--- config.mk ---
export PLATFORM = sky130hd
export DESIGN_NAME = caesar_mem_arbiter
export DESIGN_NICKNAME = d
export VERILOG_FILES = /design/src/rtl/caesar_mem_arb_pkg.sv /design/src/rtl/caesar_rr_arb2.sv /design/src/rtl/caesar_mem_arbiter.sv
export SDC_FILE = /design/constraint.sdc
export NUM_CORES = 1
export LEC_CHECK = 0
export CELL_PAD_IN_SITES_DETAIL_PLACEMENT = 1
export CELL_PAD_IN_SITES_GLOBAL_PLACEMENT = 2
export CORE_MARGIN = 2
export CORE_UTILIZATION = 10
export CTS_CLUSTER_SIZE = 30
export DETAILED_ROUTE_END_ITERATION = 10
export PLACE_DENSITY_LB_ADDON = 0.1
export SLEW_MARGIN = 25
export SYNTH_ARGS = -nofsm -noshare
export SYNTH_HDL_FRONTEND = slang
export SYNTH_SLANG_ARGS = --single-unit
--- constraint.sdc ---
create_clock -name clk_i -period 2.06 [get_ports clk_i]
set_input_delay 0.412 -clock clk_i [delete_from_list [all_inputs] [get_ports clk_i]]
set_output_delay 0.412 -clock clk_i [all_outputs]
set_load 0.02 [all_outputs]
--- src/rtl/caesar_mem_arb_pkg.sv ---
// Shared definitions for the Caesar memory arbiter.
//   arb_state_e : retention sequencer states
//   req_id_e    : requester identity, also used as the round-robin pointer
//   DEFAULT_*   : default idle / wake-up cycle counts
package caesar_mem_arb_pkg;

  typedef enum logic [1:0] {
    ST_ACTIVE    = 2'd0,
    ST_RETENTIVE = 2'd1,
    ST_WAKEUP    = 2'd2
  } arb_state_e;

  typedef enum logic {
    REQ_BUS = 1'b0,
    REQ_ENG = 1'b1
  } req_id_e;

  localparam int unsigned DEFAULT_IDLE_CYCLES = 64;
  localparam int unsigned DEFAULT_WAKE_CYCLES = 2;
  localparam int unsigned DATA_W              = 32;
  localparam int unsigned BE_W                = 4;

endpackage

--- src/rtl/caesar_rr_arb2.sv ---
// Two-input round-robin arbiter with a combinational grant.
//   clk_i, rst_i           : clock, asynchronous active-high reset
//   en_i                   : grants are only issued while high
//   bus_req_i, eng_req_i   : requests
//   bus_gnt_o, eng_gnt_o   : one-hot (or zero) grant, same cycle as request
//   last_o                 : requester granted most recently
// The pointer records the last winner; on a tie the other requester wins.
// Reset points at the engine so the bus wins the first tie.
module caesar_rr_arb2
  import caesar_mem_arb_pkg::*;
(
  input  logic    clk_i,
  input  logic    rst_i,
  input  logic    en_i,
  input  logic    bus_req_i,
  input  logic    eng_req_i,
  output logic    bus_gnt_o,
  output logic    eng_gnt_o,
  output req_id_e last_o
);

  req_id_e last_q;

  always_comb begin
    bus_gnt_o = 1'b0;
    eng_gnt_o = 1'b0;
    if (en_i) begin
      if (bus_req_i && eng_req_i) begin
        if (last_q == REQ_BUS) eng_gnt_o = 1'b1;
        else                   bus_gnt_o = 1'b1;
      end else begin
        bus_gnt_o = bus_req_i;
        eng_gnt_o = eng_req_i;
      end
    end
  end

  always_ff @(posedge clk_i or posedge rst_i) begin
    if (rst_i) begin
      last_q <= REQ_ENG;
    end else if (bus_gnt_o) begin
      last_q <= REQ_BUS;
    end else if (eng_gnt_o) begin
      last_q <= REQ_ENG;
    end
  end

  assign last_o = last_q;

endmodule

--- src/rtl/caesar_mem_arbiter.sv ---
// Shares one 32-bit, byte-enabled, 1-cycle-latency Caesar SRAM bank between
// the system bus port and the Caesar compute engine, and sequences the
// bank's retention control.
//
// Ports:
//   clk_i, rst_i                  : clock, asynchronous active-high reset
//   bus_* / eng_*                 : OBI-style requester ports
//                                   (req, we, addr, wdata, be -> gnt, rvalid, rdata)
//   ret_en_i                      : auto-retention enable
//   mem_req/we/addr/wdata/be_o    : bank request, driven from the winner
//   mem_set_retentive_no          : bank retention control, active-low
//   mem_rdata_i                   : bank read data, one cycle after mem_req_o
//   retentive_o                   : high while the bank is held in retention
//
// Handshake: a requester raises req with its command and holds it stable
// until gnt is seen high in the same cycle; the transfer happens on that
// cycle. Exactly one cycle later rvalid pulses on that port (reads and
// writes alike) with rdata valid for reads. rvalid cannot be back-pressured.
//
// Retention: after IDLE_CYCLES idle ACTIVE cycles with ret_en_i set, the bank
// is put into retention. Any request (or dropping ret_en_i) releases it, and
// grants resume after WAKE_CYCLES cycles of WAKEUP. Requests stay pending
// (gnt low) across RETENTIVE and WAKEUP.
module caesar_mem_arbiter
  import caesar_mem_arb_pkg::*;
#(
  parameter int unsigned NUM_WORDS   = 1024,
  parameter int unsigned IDLE_CYCLES = DEFAULT_IDLE_CYCLES,
  parameter int unsigned WAKE_CYCLES = DEFAULT_WAKE_CYCLES,
  localparam int unsigned AddrWidth  = (NUM_WORDS > 1) ? $clog2(NUM_WORDS) : 1
) (
  input  logic                 clk_i,
  input  logic                 rst_i,
  input  logic                 bus_req_i,
  input  logic                 bus_we_i,
  input  logic [AddrWidth-1:0] bus_addr_i,
  input  logic [DATA_W-1:0]    bus_wdata_i,
  input  logic [BE_W-1:0]      bus_be_i,
  output logic                 bus_gnt_o,
  output logic                 bus_rvalid_o,
  output logic [DATA_W-1:0]    bus_rdata_o,
  input  logic                 eng_req_i,
  input  logic                 eng_we_i,
  input  logic [AddrWidth-1:0] eng_addr_i,
  input  logic [DATA_W-1:0]    eng_wdata_i,
  input  logic [BE_W-1:0]      eng_be_i,
  output logic                 eng_gnt_o,
  output logic                 eng_rvalid_o,
  output logic [DATA_W-1:0]    eng_rdata_o,
  input  logic                 ret_en_i,
  output logic                 mem_req_o,
  output logic                 mem_we_o,
  output logic [AddrWidth-1:0] mem_addr_o,
  output logic [DATA_W-1:0]    mem_wdata_o,
  output logic [BE_W-1:0]      mem_be_o,
  output logic                 mem_set_retentive_no,
  input  logic [DATA_W-1:0]    mem_rdata_i,
  output logic                 retentive_o
);

  localparam int unsigned IdleW = $clog2(IDLE_CYCLES + 1);
  localparam int unsigned WakeW = $clog2(WAKE_CYCLES + 1);
  localparam logic [IdleW-1:0] IDLE_MAX  = IdleW'(IDLE_CYCLES);
  localparam logic [WakeW-1:0] WAKE_LAST = WakeW'(WAKE_CYCLES - 1);

  arb_state_e       state_q;
  logic [IdleW-1:0] idle_cnt_q;
  logic [WakeW-1:0] wake_cnt_q;
  logic             rsp_valid_q;
  req_id_e          rsp_owner_q;
  req_id_e          rr_last;
  logic             any_req;

  assign any_req = bus_req_i | eng_req_i;

  // ---------------------------------------------------------------------
  // Arbitration: grants only while the bank is fully awake.
  // ---------------------------------------------------------------------
  caesar_rr_arb2 u_rr_arb2 (
    .clk_i     (clk_i),
    .rst_i     (rst_i),
    .en_i      (state_q == ST_ACTIVE),
    .bus_req_i (bus_req_i),
    .eng_req_i (eng_req_i),
    .bus_gnt_o (bus_gnt_o),
    .eng_gnt_o (eng_gnt_o),
    .last_o    (rr_last)
  );

  assign mem_req_o = bus_gnt_o | eng_gnt_o;

  // Idle bank sees an all-zero command so downstream probes stay quiet.
  always_comb begin
    mem_we_o    = 1'b0;
    mem_addr_o  = '0;
    mem_wdata_o = '0;
    mem_be_o    = '0;
    if (bus_gnt_o) begin
      mem_we_o    = bus_we_i;
      mem_addr_o  = bus_addr_i;
      mem_wdata_o = bus_wdata_i;
      mem_be_o    = bus_be_i;
    end else if (eng_gnt_o) begin
      mem_we_o    = eng_we_i;
      mem_addr_o  = eng_addr_i;
      mem_wdata_o = eng_wdata_i;
      mem_be_o    = eng_be_i;
    end
  end

  // ---------------------------------------------------------------------
  // Response pipe: matches the bank's single-cycle read latency.
  // ---------------------------------------------------------------------
  always_ff @(posedge clk_i or posedge rst_i) begin
    if (rst_i) begin
      rsp_valid_q <= 1'b0;
      rsp_owner_q <= REQ_BUS;
    end else begin
      rsp_valid_q <= mem_req_o;
      if (mem_req_o) rsp_owner_q <= eng_gnt_o ? REQ_ENG : REQ_BUS;
    end
  end

  assign bus_rvalid_o = rsp_valid_q && (rsp_owner_q == REQ_BUS);
  assign eng_rvalid_o = rsp_valid_q && (rsp_owner_q == REQ_ENG);
  assign bus_rdata_o  = bus_rvalid_o ? mem_rdata_i : '0;
  assign eng_rdata_o  = eng_rvalid_o ? mem_rdata_i : '0;

  // ---------------------------------------------------------------------
  // Retention sequencer.
  // A request on the threshold cycle takes priority over retention entry,
  // so that cycle is granted and the counter restarts.
  // ---------------------------------------------------------------------
  always_ff @(posedge clk_i or posedge rst_i) begin
    if (rst_i) begin
      state_q    <= ST_ACTIVE;
      idle_cnt_q <= '0;
      wake_cnt_q <= '0;
    end else begin
      case (state_q)
        ST_ACTIVE: begin
          if (any_req) begin
            idle_cnt_q <= '0;
          end else if ((idle_cnt_q == IDLE_MAX) && ret_en_i) begin
            state_q    <= ST_RETENTIVE;
            idle_cnt_q <= '0;
          end else if (!rsp_valid_q && (idle_cnt_q != IDLE_MAX)) begin
            idle_cnt_q <= idle_cnt_q + 1'b1;
          end
        end
        ST_RETENTIVE: begin
          idle_cnt_q <= '0;
          if (any_req || !ret_en_i) begin
            state_q    <= ST_WAKEUP;
            wake_cnt_q <= '0;
          end
        end
        ST_WAKEUP: begin
          // ret_en_i is ignored here: once started, wake-up always completes.
          idle_cnt_q <= '0;
          if (wake_cnt_q == WAKE_LAST) begin
            state_q    <= ST_ACTIVE;
            wake_cnt_q <= '0;
          end else begin
            wake_cnt_q <= wake_cnt_q + 1'b1;
          end
        end
        default: begin
          state_q    <= ST_ACTIVE;
          idle_cnt_q <= '0;
          wake_cnt_q <= '0;
        end
      endcase
    end
  end

  assign retentive_o          = (state_q == ST_RETENTIVE);
  assign mem_set_retentive_no = (state_q != ST_RETENTIVE);

  // The pointer is observable for checkers; it has no other consumer here.
  logic unused_ok;
  assign unused_ok = ^rr_last;

endmodule

==> flow_summary.ini, run 1 <==
[yosys]
synth-xor-area-share = 0.0155
ys_types = 37
ys_seq_elements = 14
syn_nets = 344
synthMuxAreaShare = 0
seq_area_frac_synth = 0.207
postSynthCellCount = 211
synth_compound_area_frac = 0.332
synth_top_family_by_area = simple AND/OR/NAND/NOR gates
synth_area_per_cell_sq_um = 8.03
syn_area_sq_um = 1700
synth-simple-area-share = 0.346
yosysWarnings = 0
synthAdderAreaFrac = 0.0148

[critical_path]
crit_path_start = u_rr_arb2.last_o
r2r_cells = 4
path_cells = buf_4, nand2_1, and3_4, buf_12, a22o_1, buf_6
start_kind = flop
slowest_delay_ns = 0.53
r2r_start = state_q[0]
r2r-end = idle_cnt_q[6]
critical_path_class = reg -> out
cp_max_fo = 23
slowest_stage = dfstp_2
critical_path_required_ns = 1.65
endpoint = mem_wdata_o[31]
end_kind = primary output
arrival_ns = 1.71
reg2reg_slack_ns = 0.39

[global_routing]
grt_pass1_vias = 2770
grtUsageTotal = 0.132
overflow = 0
grt_pass1_wl_um = 18200
grt_max_degree = 36
antenna_found_initial = 0

[floorplanning]
initial_core_util = 0.102
row_count = 47
io_pins = 249
die_area_sq_um = 18000
die_h_um = 134
core_area_sq_um = 16600
die_x_um = 134

[layout]
fin_nets = 603
mostFrequentLayoutCells = clkdlybuf4s50_1 (129), dlygate4sd2_1 (66), a22o_1 (48)
antennaDiodeCount = 0
mostFrequentLayoutCell = clkdlybuf4s50_1
area_growth_pct = 181
drive_above_1_share = 0.209

[routing]
vias = 2696
drtAntennaViolNets = 0
dr.pass1.iters = 4
wl_um = 12900
via_per_inst = 3.91
drc = 0
wl_per_cell_um = 18.7
drtIter0Drc = 65

[clock_tree]
root_buffer = clkbuf_16
clock_latency_ns = 0.25
htree_num_levels = 1
cts.clk_slew.worst_paths_ns = 0.05
cts_buffer_depth = 2
cts_buffers = 3
tritoncts = done
clkSinkCount = 14

[timing]
worst_pin_slew_ns = 0.594
drv_slew = 0
setup_slack_ns = -0.0626
hold_violations = 0
finalCritPeriodShare = 1.03
period_needed_ns = 2.12
rsz0062_at_grt = yes
fin_worst_skew_ns = 0.00329
finalHoldWorstSlack_ns = 0.484
fmax_mhz = 471
setup_viol = 46
max_slew_margin = 0.604

[power_and_ir_drop]
combPwrFrac = 0.660
p_leak_nw = 2.30
internal_power_mw = 1.32
powerDensity_nw_per_um2 = 443
swShare = 0.375
clkPwrFrac = 0.200
ir_worst_vdd_uv = 354
pwr-share-seq = 0.139
power.net_switching_mw = 0.790

[place]
place_hpwl_um = 10100
place_congestion = 0.719
port_buffers = 248
dp_slack_ns = -0.580

[job]
maxCapViolations = 0

[worst_hold_path]
hp-class = reg -> reg

[outcome]
violations = setup timing
status = complete, but fails checks
## final cells by class
class                      instances  area, sq um
fill                            1933        11800
timing repair buffer             277         2790
multi-input combinational        168         1230
sequential                        14          353
tap                              220          275
clock buffer                       4         88.8
inverter                           6         22.5
## Yosys cell counts
library cell	count	area (sq um)
buf_2	9	45.0
a21oi_1	4	20.0
nor2_1	3	11.3
nor3_1	1	5.00
a221oi_1	1	8.76
o21bai_1	1	7.51
inv_1	6	22.5
a31o_4	1	17.5
or3_1	2	12.5
xor2_1	2	17.5
or2_2	1	6.26
and3_1	34	213
o21ai_0	4	20.0
xnor2_1	1	8.76
dfstp_2	1	26.3
clkbuf_1	10	37.5
buf_6	2	22.5
nor4b_1	1	8.76
buf_4	2	15.0
a21o_1	1	7.51
nor3b_1	1	7.51
nor2b_1	1	6.26
nor2_2	1	6.26
o21a_1	3	22.5
nand4b_1	3	26.3
nand2_1	7	26.3
ha_1	2	25.0
a31oi_1	1	6.26
and2_1	34	213
dfrtp_1	13	325
a211o_1	1	8.76
or4_1	1	7.51
o22ai_1	1	6.26
nand2b_1	4	25.0
a22o_1	48	420
and4bb_2	1	12.5
a21oi_2	2	17.5
## routing by layer
| layer | up-vias | track usage | routed length (um) |
|---|---|---|---|
| li1 | 1301 | - | - |
| met1 | 1266 | 0.154 | 5100 |
| met2 | 116 | 0.244 | 6640 |
| met3 | 13 | 0.0344 | 927 |
| met4 | 0 | 0.0234 | 194 |
| met5 | - | 0 | 0 |
## power groups by stage
stage                     Combinational (mW)  Sequential, mW  Clock (mW)
after floorplan                        0.576           0.296           0
after global placement                  1.38           0.296           0
after detailed placement                1.38           0.296           0
after CTS                               1.41           0.295       0.432
after global routing                    1.47           0.295       0.447
final                                   1.39           0.294       0.422
## per-stage QoR
step                power (mW)  cells  TNS, ns  cell area, sq um   util
finish                    2.11    689    -2.05              4760  0.287
CTS                       2.13    689    -2.80              4760  0.287
detailed placement        1.67    674   -27.58              4520  0.272
global route              2.22    689    -4.61              4760  0.287
floorplan                0.872    211        0              1700      -
global placement          1.67    674   -26.97              4520  0.272
## worst min-delay path by stage
stage             startpoint            end  slack, ns  cells after the start
2_1_floorplan          rst_i  idle_cnt_q[0]       0.30                      1
3_3_place_gp   wake_cnt_q[1]  wake_cnt_q[1]       0.47                      1
3_5_place_dp   wake_cnt_q[1]  wake_cnt_q[1]       0.48                      1
4_1_cts        wake_cnt_q[1]  wake_cnt_q[1]       0.49                      1
5_1_grt        wake_cnt_q[1]  wake_cnt_q[1]       0.52                      1
6_report       wake_cnt_q[1]  wake_cnt_q[1]       0.48                      1
## worst max-delay path: cells and delay by family (launching register included)
| family | cells | cell delay, ns |
|---|---|---|
| buf+inv | 3 | 0.41 |
| simple gates | 2 | 0.26 |
| flops | 1 | 0.53 |
| compound gates | 1 | 0.26 |
## kinds of logic (layout without fill, tap and decap cells)
kind of cell	Yosys count	after routing
AOI/OAI and AO/OA	68	68
DFF	14	14
adders and majority gates	2	2
xor gates and xnor gates	3	3
buffers and inverters	29	287
and+or+nand+nor	95	95
## registers in the layout, summed over array words and instances (netlist names)
register,count
rsp_owner_q,1
idle_cnt_q,7
wake_cnt_q,2
state_q,2
u_rr_arb2.last_o,1
rsp_valid_q,1
## timing repair
item                       CTS  global route
pin swaps                    3             6
setup buffers                6             2
hold buffers                 0             0
gates cloned                 5             0
resized for setup          353            22
setup endpoints to repair  115            65
No activity file was read; power rests on OpenSTA's default activity.
==> inputs of run 2 (changes only) <==
--- a/config.mk
+++ b/config.mk
@@ -5,6 +5,7 @@
 export SDC_FILE = /design/constraint.sdc
 export NUM_CORES = 1
 export LEC_CHECK = 0
+export ABC_AREA = 1
 export CELL_PAD_IN_SITES_DETAIL_PLACEMENT = 1
 export CELL_PAD_IN_SITES_GLOBAL_PLACEMENT = 2
 export CORE_MARGIN = 2
==> run 2 against run 1 <==
Compared with the run above:
- the run still ends with setup timing left
- clock power down 11%
- via count up 4.2%
- wire length up 2.2%
- global-route usage up 0.17 points
- final area down 3.6%
- critical path type unchanged
- sequential cell count unchanged
- highest routed layer unchanged
- largest power group unchanged
- sequential share of layout area up 0.25 points
- clock skew up 0.00067 ns
==> flow_summary.ini, run 2 <==
[timing]
worst_pin_slew_ns = 0.573
fmax_mhz = 485
period_needed_ns = 2.06
rsz0062_at_grt = yes
drv_slew = 0
setup_viol = 4
max_slew_margin = 0.618
finalCritPeriodShare = 1.00
hold_violations = 0
fin_worst_skew_ns = 0.00396
tns_ns = -0.00689
setup_slack_ns = -0.00394

[clock_tree]
root_buffer = clkbuf_16
hold_buffers = 0
tritoncts = done
clkSinkCount = 14
htree_num_levels = 1
cts_buffers = 3
cts.clk_slew.worst_paths_ns = 0.05
cts_buffer_depth = 2
clock_latency_ns = 0.24

[yosys]
synth_top_cell_area_share = 0.242
yosysMostFrequentCell = nor2_1
ys_seq_elements = 14
synth_common_cells = nor2_1 (80), inv_1 (52), a22o_1 (47)
synthTopCellsByArea = a22o_1 (24%), dfrtp_1 (19%), nor2_1 (18%)
ys.flop_type = dfrtp_1
seq_area_frac_synth = 0.207
yosys.area.top_type = a22o_1
synth-xor-area-share = 0
synthArstFlopShare = 1.00
synthMuxAreaShare = 0
synth_area_per_cell_sq_um = 6.25
postSynthCellCount = 272
synth_compound_area_frac = 0.278
synth_top_family_by_area = simple AND/OR/NAND/NOR gates
syn_area_sq_um = 1700
synth-simple-area-share = 0.311
synth_edf_count = 0
syn_nets = 405
synthAdderAreaFrac = 0.0147
yosysWarnings = 0
ys_types = 25

[critical_path]
path_cells = inv_2, nand2_4, inv_4, nand2_2, a21oi_4, buf_6, bufbuf_16, a22o_1, buf_6
critical_path_class = reg -> out
reg2reg_slack_ns = 0.48
r2r_start = idle_cnt_q[0]
arrival_ns = 1.65
endpoint = mem_be_o[2]
slowest_delay_ns = 0.38
critical_path_required_ns = 1.65
crit_path_frequent_cell = buf_6
slowest_stage = dfrtp_1
r2r-end = idle_cnt_q[5]
r2r_cells = 9
crit_path_start = state_q[0]
cp_max_fo = 5
end_kind = primary output
start_kind = flop

[outcome]
status = complete, but fails checks
violations = setup timing

[floorplanning]
core_area_sq_um = 16600
row_count = 47
io_pins = 249
die_h_um = 134
die_area_sq_um = 18000
die_x_um = 134
initial_core_util = 0.102

[global_routing]
grtUsageTotal = 0.134
overflow = 0
grt_pass1_vias = 2849
antenna_found_initial = 0
grt_pass1_wl_um = 18600
busiest_layer = met2
grt_util_met3 = 0.0219
grt_max_degree = 34
gr-usage-met2 = 0.247
globalRouteMet1Util = 0.167

[layout]
drive_above_1_share = 0.192
nFillCells = 2039
top_regs = idle_cnt_q x7, state_q x2, wake_cnt_q x2
mostFrequentLayoutCell = clkdlybuf4s50_1
fin_nets = 670
area_growth_pct = 170
final_cells = 756
largest_register_ffs = 7
mostFrequentLayoutCells = clkdlybuf4s50_1 (131), nor2_1 (80), inv_1 (52)
antennaDiodeCount = 0
largest-register = idle_cnt_q

[power_and_ir_drop]
pwr-share-seq = 0.075
internal_power_mw = 2.40
powerDensity_nw_per_um2 = 1050
swShare = 0.504
clkPwrFrac = 0.078
combPwrFrac = 0.847
power.net_switching_mw = 2.44
p_leak_nw = 2.38
ir_worst_vdd_uv = 336

[routing]
wl_um = 13100
drtIter0Drc = 95
vias = 2808
drtAntennaViolNets = 0
dr.pass1.iters = 4
drc = 0
wl_per_cell_um = 17.4
via_per_inst = 3.71

[job]
maxCapViolations = 0

[place]
place_hpwl_um = 10800
dpl.cell_count = 745
place_congestion = 0.816
port_buffers = 248

[worst_hold_path]
hp-class = in -> async
==> run 2: changes by cell type after synthesis, moves of 4 or more <==
| cell | delta |
|---|---|
| clkbuf_1 | -4 |
| nand4_1 | +4 |
| nand3_1 | +10 |
| nor2_1 | +77 |
| inv_1 | +46 |
| nand2_1 | +19 |
| buf_6 | +4 |
| and3_1 | -34 |
| inv_2 | +4 |
| nand2b_1 | -4 |
| buf_2 | -5 |
| and2_1 | -34 |
==> run 2: logic make-up after synthesis <==
logic type      count (synthesis)
simple gates                  127
buf+inv                        72
compound gates                 57
flops                          14
fa+ha+maj                       2
==> run 2: power by group through the flow <==
stage	combinational, mW	clock [mW]	sequential [mW]
after floorplan	2.01	0	0.365
after global placement	4.30	0	0.369
after detailed placement	4.29	0	0.371
after CTS	4.15	0.392	0.366
after global routing	4.36	0.399	0.373
final	4.09	0.377	0.365
==> run 2: worst min path at each step <==
| stage | start | end | slack, ns | cells after the start |
|---|---|---|---|---|
| after floorplan | rst_i | idle_cnt_q[0] | 0.30 | 1 |
| after global placement | wake_cnt_q[1] | wake_cnt_q[1] | 0.52 | 1 |
| after detailed placement | wake_cnt_q[1] | wake_cnt_q[1] | 0.53 | 1 |
| after CTS | wake_cnt_q[1] | wake_cnt_q[1] | 0.54 | 1 |
| after global routing | wake_cnt_q[1] | wake_cnt_q[1] | 0.56 | 1 |
| final | rst_i | idle_cnt_q[6] | 0.53 | 2 |
==> run 2: routing by layer <==
metal  vias up  wire (um)
li1       1402          -
met1      1289       5480
met2       108       6740
met3         9        793
met4         0        125
met5         -          0
==> run 2: area by class of cell <==
cell class	instances	area [sq um]	area share
Clock buffer	4	78.8	0.0172
Multi-Input combinational cell	186	1050	0.229
Inverter	56	215	0.0469
Tap cell	220	275	0.0600
Sequential cell	14	352	0.0766
Timing Repair Buffer	276	2620	0.570
==> run 2: worst max-delay path: cells and delay by family, from the launching register on <==
| family | cells | cell delay, ns |
|---|---|---|
| flip-flops | 1 | 0.38 |
| buffers and inverters | 5 | 0.65 |
| AND/OR/NAND/NOR | 2 | 0.10 |
| AO/OA/AOI/OAI | 2 | 0.28 |
==> run 2: timing repair <==
item,4_1_cts,5_1_grt
pin swaps,4,5
setup endpoints to repair,112,62
buffers inserted,4,1
gates cloned,4,0
resized for setup,268,34
==> run 2: stage by stage <==
step                      area (sq um)  total power, mW  worst slack, ns   util  hold WS (ns)
after global routing              4590             5.13          -0.0937  0.277         0.556
after CTS                         4590             4.90          -0.0220  0.277         0.539
final                             4590             4.83         -0.00394  0.277         0.531
after detailed placement          4570             4.66           -0.680  0.275         0.532
after global placement            4570             4.67           -0.686  0.275         0.517
after floorplan                   1700             2.38            0.275      -         0.301
==> inputs of run 3 (changes only) <==
==> constraint.sdc (replaced) <==
create_clock -name clk_i -period 2.06 [get_ports clk_i]
set_input_delay 0.309 -clock clk_i [delete_from_list [all_inputs] [get_ports clk_i]]
set_output_delay 0.309 -clock clk_i [all_outputs]
set_load 0.02 [all_outputs]
==> run 3 against run 2 <==
Compared with the run above:
- the run now ends clean
- clock skew is 0.0013 ns lower
- global-route usage is 0.24 points lower
- utilization is 0.14 points lower
- combinational power hardly changed
- first-iteration DRC count is 5.3% lower
- hold slack worse by 0.093 ns
- total power is 0.17% higher
- via count hardly changed
- wire length is 2.0% lower
- count of clock-buffer cells in the layout stayed put
- worst setup slack better by 0.039 ns
- cell count is 0.93% lower
- critical endpoint is now mem_wdata_o[8]
- largest cell class unchanged
- highest routed layer unchanged
==> flow_summary.ini, run 3 (synthesis gave the netlist of run 2 again) <==
[timing]
drv_slew = 0
max_slew_margin = 0.606
hold_violations = 0
tns_ns = 0
setup_viol = 0
finalCritPeriodShare = 0.983
rsz0062_at_grt = yes
period_needed_ns = 2.02
fmax_mhz = 494
fin_worst_skew_ns = 0.00262
worst_pin_slew_ns = 0.591

[routing]
dr.pass1.iters = 4
vias = 2807
wl_um = 12900
wl_per_cell_um = 17.2
drtAntennaViolNets = 0
via_per_inst = 3.75
drtIter0Drc = 90
drc = 0

[clock_tree]
htree_num_levels = 1
clock_latency_ns = 0.25
cts_buffer_depth = 2
tritoncts = done
clkSinkCount = 14
hold_buffers = 0
cts.clk_slew.worst_paths_ns = 0.05
root_buffer = clkbuf_16
cts_buffers = 3

[outcome]
status = finished, final reports clean

[layout]
fin_nets = 662
drive_above_1_share = 0.161
register_area_sq_um = 352
area_growth_pct = 169
final_area_sq_um = 4570
largest-register = idle_cnt_q
mostFrequentLayoutCells = clkdlybuf4s50_1 (164), nor2_1 (80), inv_1 (52)
mostFrequentLayoutCell = clkdlybuf4s50_1
final_cells = 749
nFillCells = 2041
largest_register_ffs = 7
top_regs = idle_cnt_q x7, state_q x2, wake_cnt_q x2
multiInputGateArea_sq_um = 1040

[critical_path]
start_kind = flop
reg2reg_slack_ns = 0.50
r2r-end = idle_cnt_q[6]
critical_path_class = reg -> out
cp_max_fo = 11
critical_path_required_ns = 1.75
endpoint = mem_wdata_o[8]
arrival_ns = 1.72
r2r_start = idle_cnt_q[0]
end_kind = primary output
crit_path_start = u_rr_arb2.last_o
r2r_cells = 9

[floorplanning]
die_h_um = 134
die_x_um = 134
initial_core_util = 0.102
core_area_sq_um = 16600
io_pins = 249
row_count = 47
die_area_sq_um = 18000

[place]
place_congestion = 0.819
place_area_sq_um = 4550
place_hpwl_um = 10700
dpl.cell_count = 742
port_buffers = 248

[global_routing]
overflow = 0
antenna_found_initial = 1
grt_pass1_vias = 2843
grtUsageTotal = 0.131
grt_max_degree = 34
grt_pass1_wl_um = 18200

[power_and_ir_drop]
powerDensity_nw_per_um2 = 1060
p_leak_nw = 2.26
ir_worst_vdd_uv = 333

[worst_hold_path]
hp-class = in -> async

[job]
maxCapViolations = 0
[run 3: worst min path at each step]
stage	from	endpoint	slack (ns)	cells after the start
detailed placement	rsp_owner_q	rsp_owner_q	0.52	2
global route	rst_i	state_q[0]	0.50	2
finish	rst_i	idle_cnt_q[1]	0.44	2
global placement	wake_cnt_q[1]	wake_cnt_q[1]	0.52	1
floorplan	rst_i	idle_cnt_q[0]	0.20	1
CTS	rst_i	idle_cnt_q[1]	0.49	2
[run 3: per-stage QoR]
step	hold WS (ns)	utilization	power, mW	setup slack, ns
after floorplan	0.198	-	2.38	0.378
after global placement	0.517	0.274	4.65	-0.488
after detailed placement	0.521	0.274	4.64	-0.490
after CTS	0.486	0.275	4.89	-0.0353
after global routing	0.495	0.275	5.15	-0.0288
final	0.438	0.275	4.84	0.0354
[run 3: per-layer routing]
metal	track usage	share of wire	vias up	wire length [um]
met5	0	0	-	0
met4	0.0228	0.010	0	130
met3	0.0219	0.056	8	716
met2	0.245	0.52	105	6750
met1	0.159	0.41	1306	5280
li1	-	-	1388	-
[run 3: what timing repair did]
action / CTS / global route
buffers inserted: 2 / 0
gates resized for setup: 198 / 49
setup endpoints to repair: 81 / 34
hold endpoints to repair: 0 / 0
pin swaps: 1 / 4
gates cloned: 2 / 0
[run 3: cell type report]
class,instances,area share
Antenna cell,1,0.000548
Clock buffer,4,0.0195
Inverter,56,0.0466
Multi-Input combinational cell,186,0.229
Sequential cell,14,0.0770
Tap cell,220,0.0603
Timing Repair Buffer,268,0.568
[run 3: critical path, cell delays in order (launching register included)]
cell and delay [ns]:
dfstp_2 0.53, inv_1 0.08, a21oi_4 0.18, buf_12 0.14, bufbuf_16 0.27, a22o_1 0.15
buf_6 0.12
[run 3: power breakdown]
| group | internal (mW) | leakage (nW) | switching (mW) | total, mW |
|---|---|---|---|---|
| sequential | 0.336 | 0.184 | 0.0319 | 0.368 |
| combinational | 1.82 | 2.03 | 2.24 | 4.06 |
| clock | 0.295 | 0.0442 | 0.122 | 0.417 |
| total | 2.45 | 2.26 | 2.40 | 4.84 |
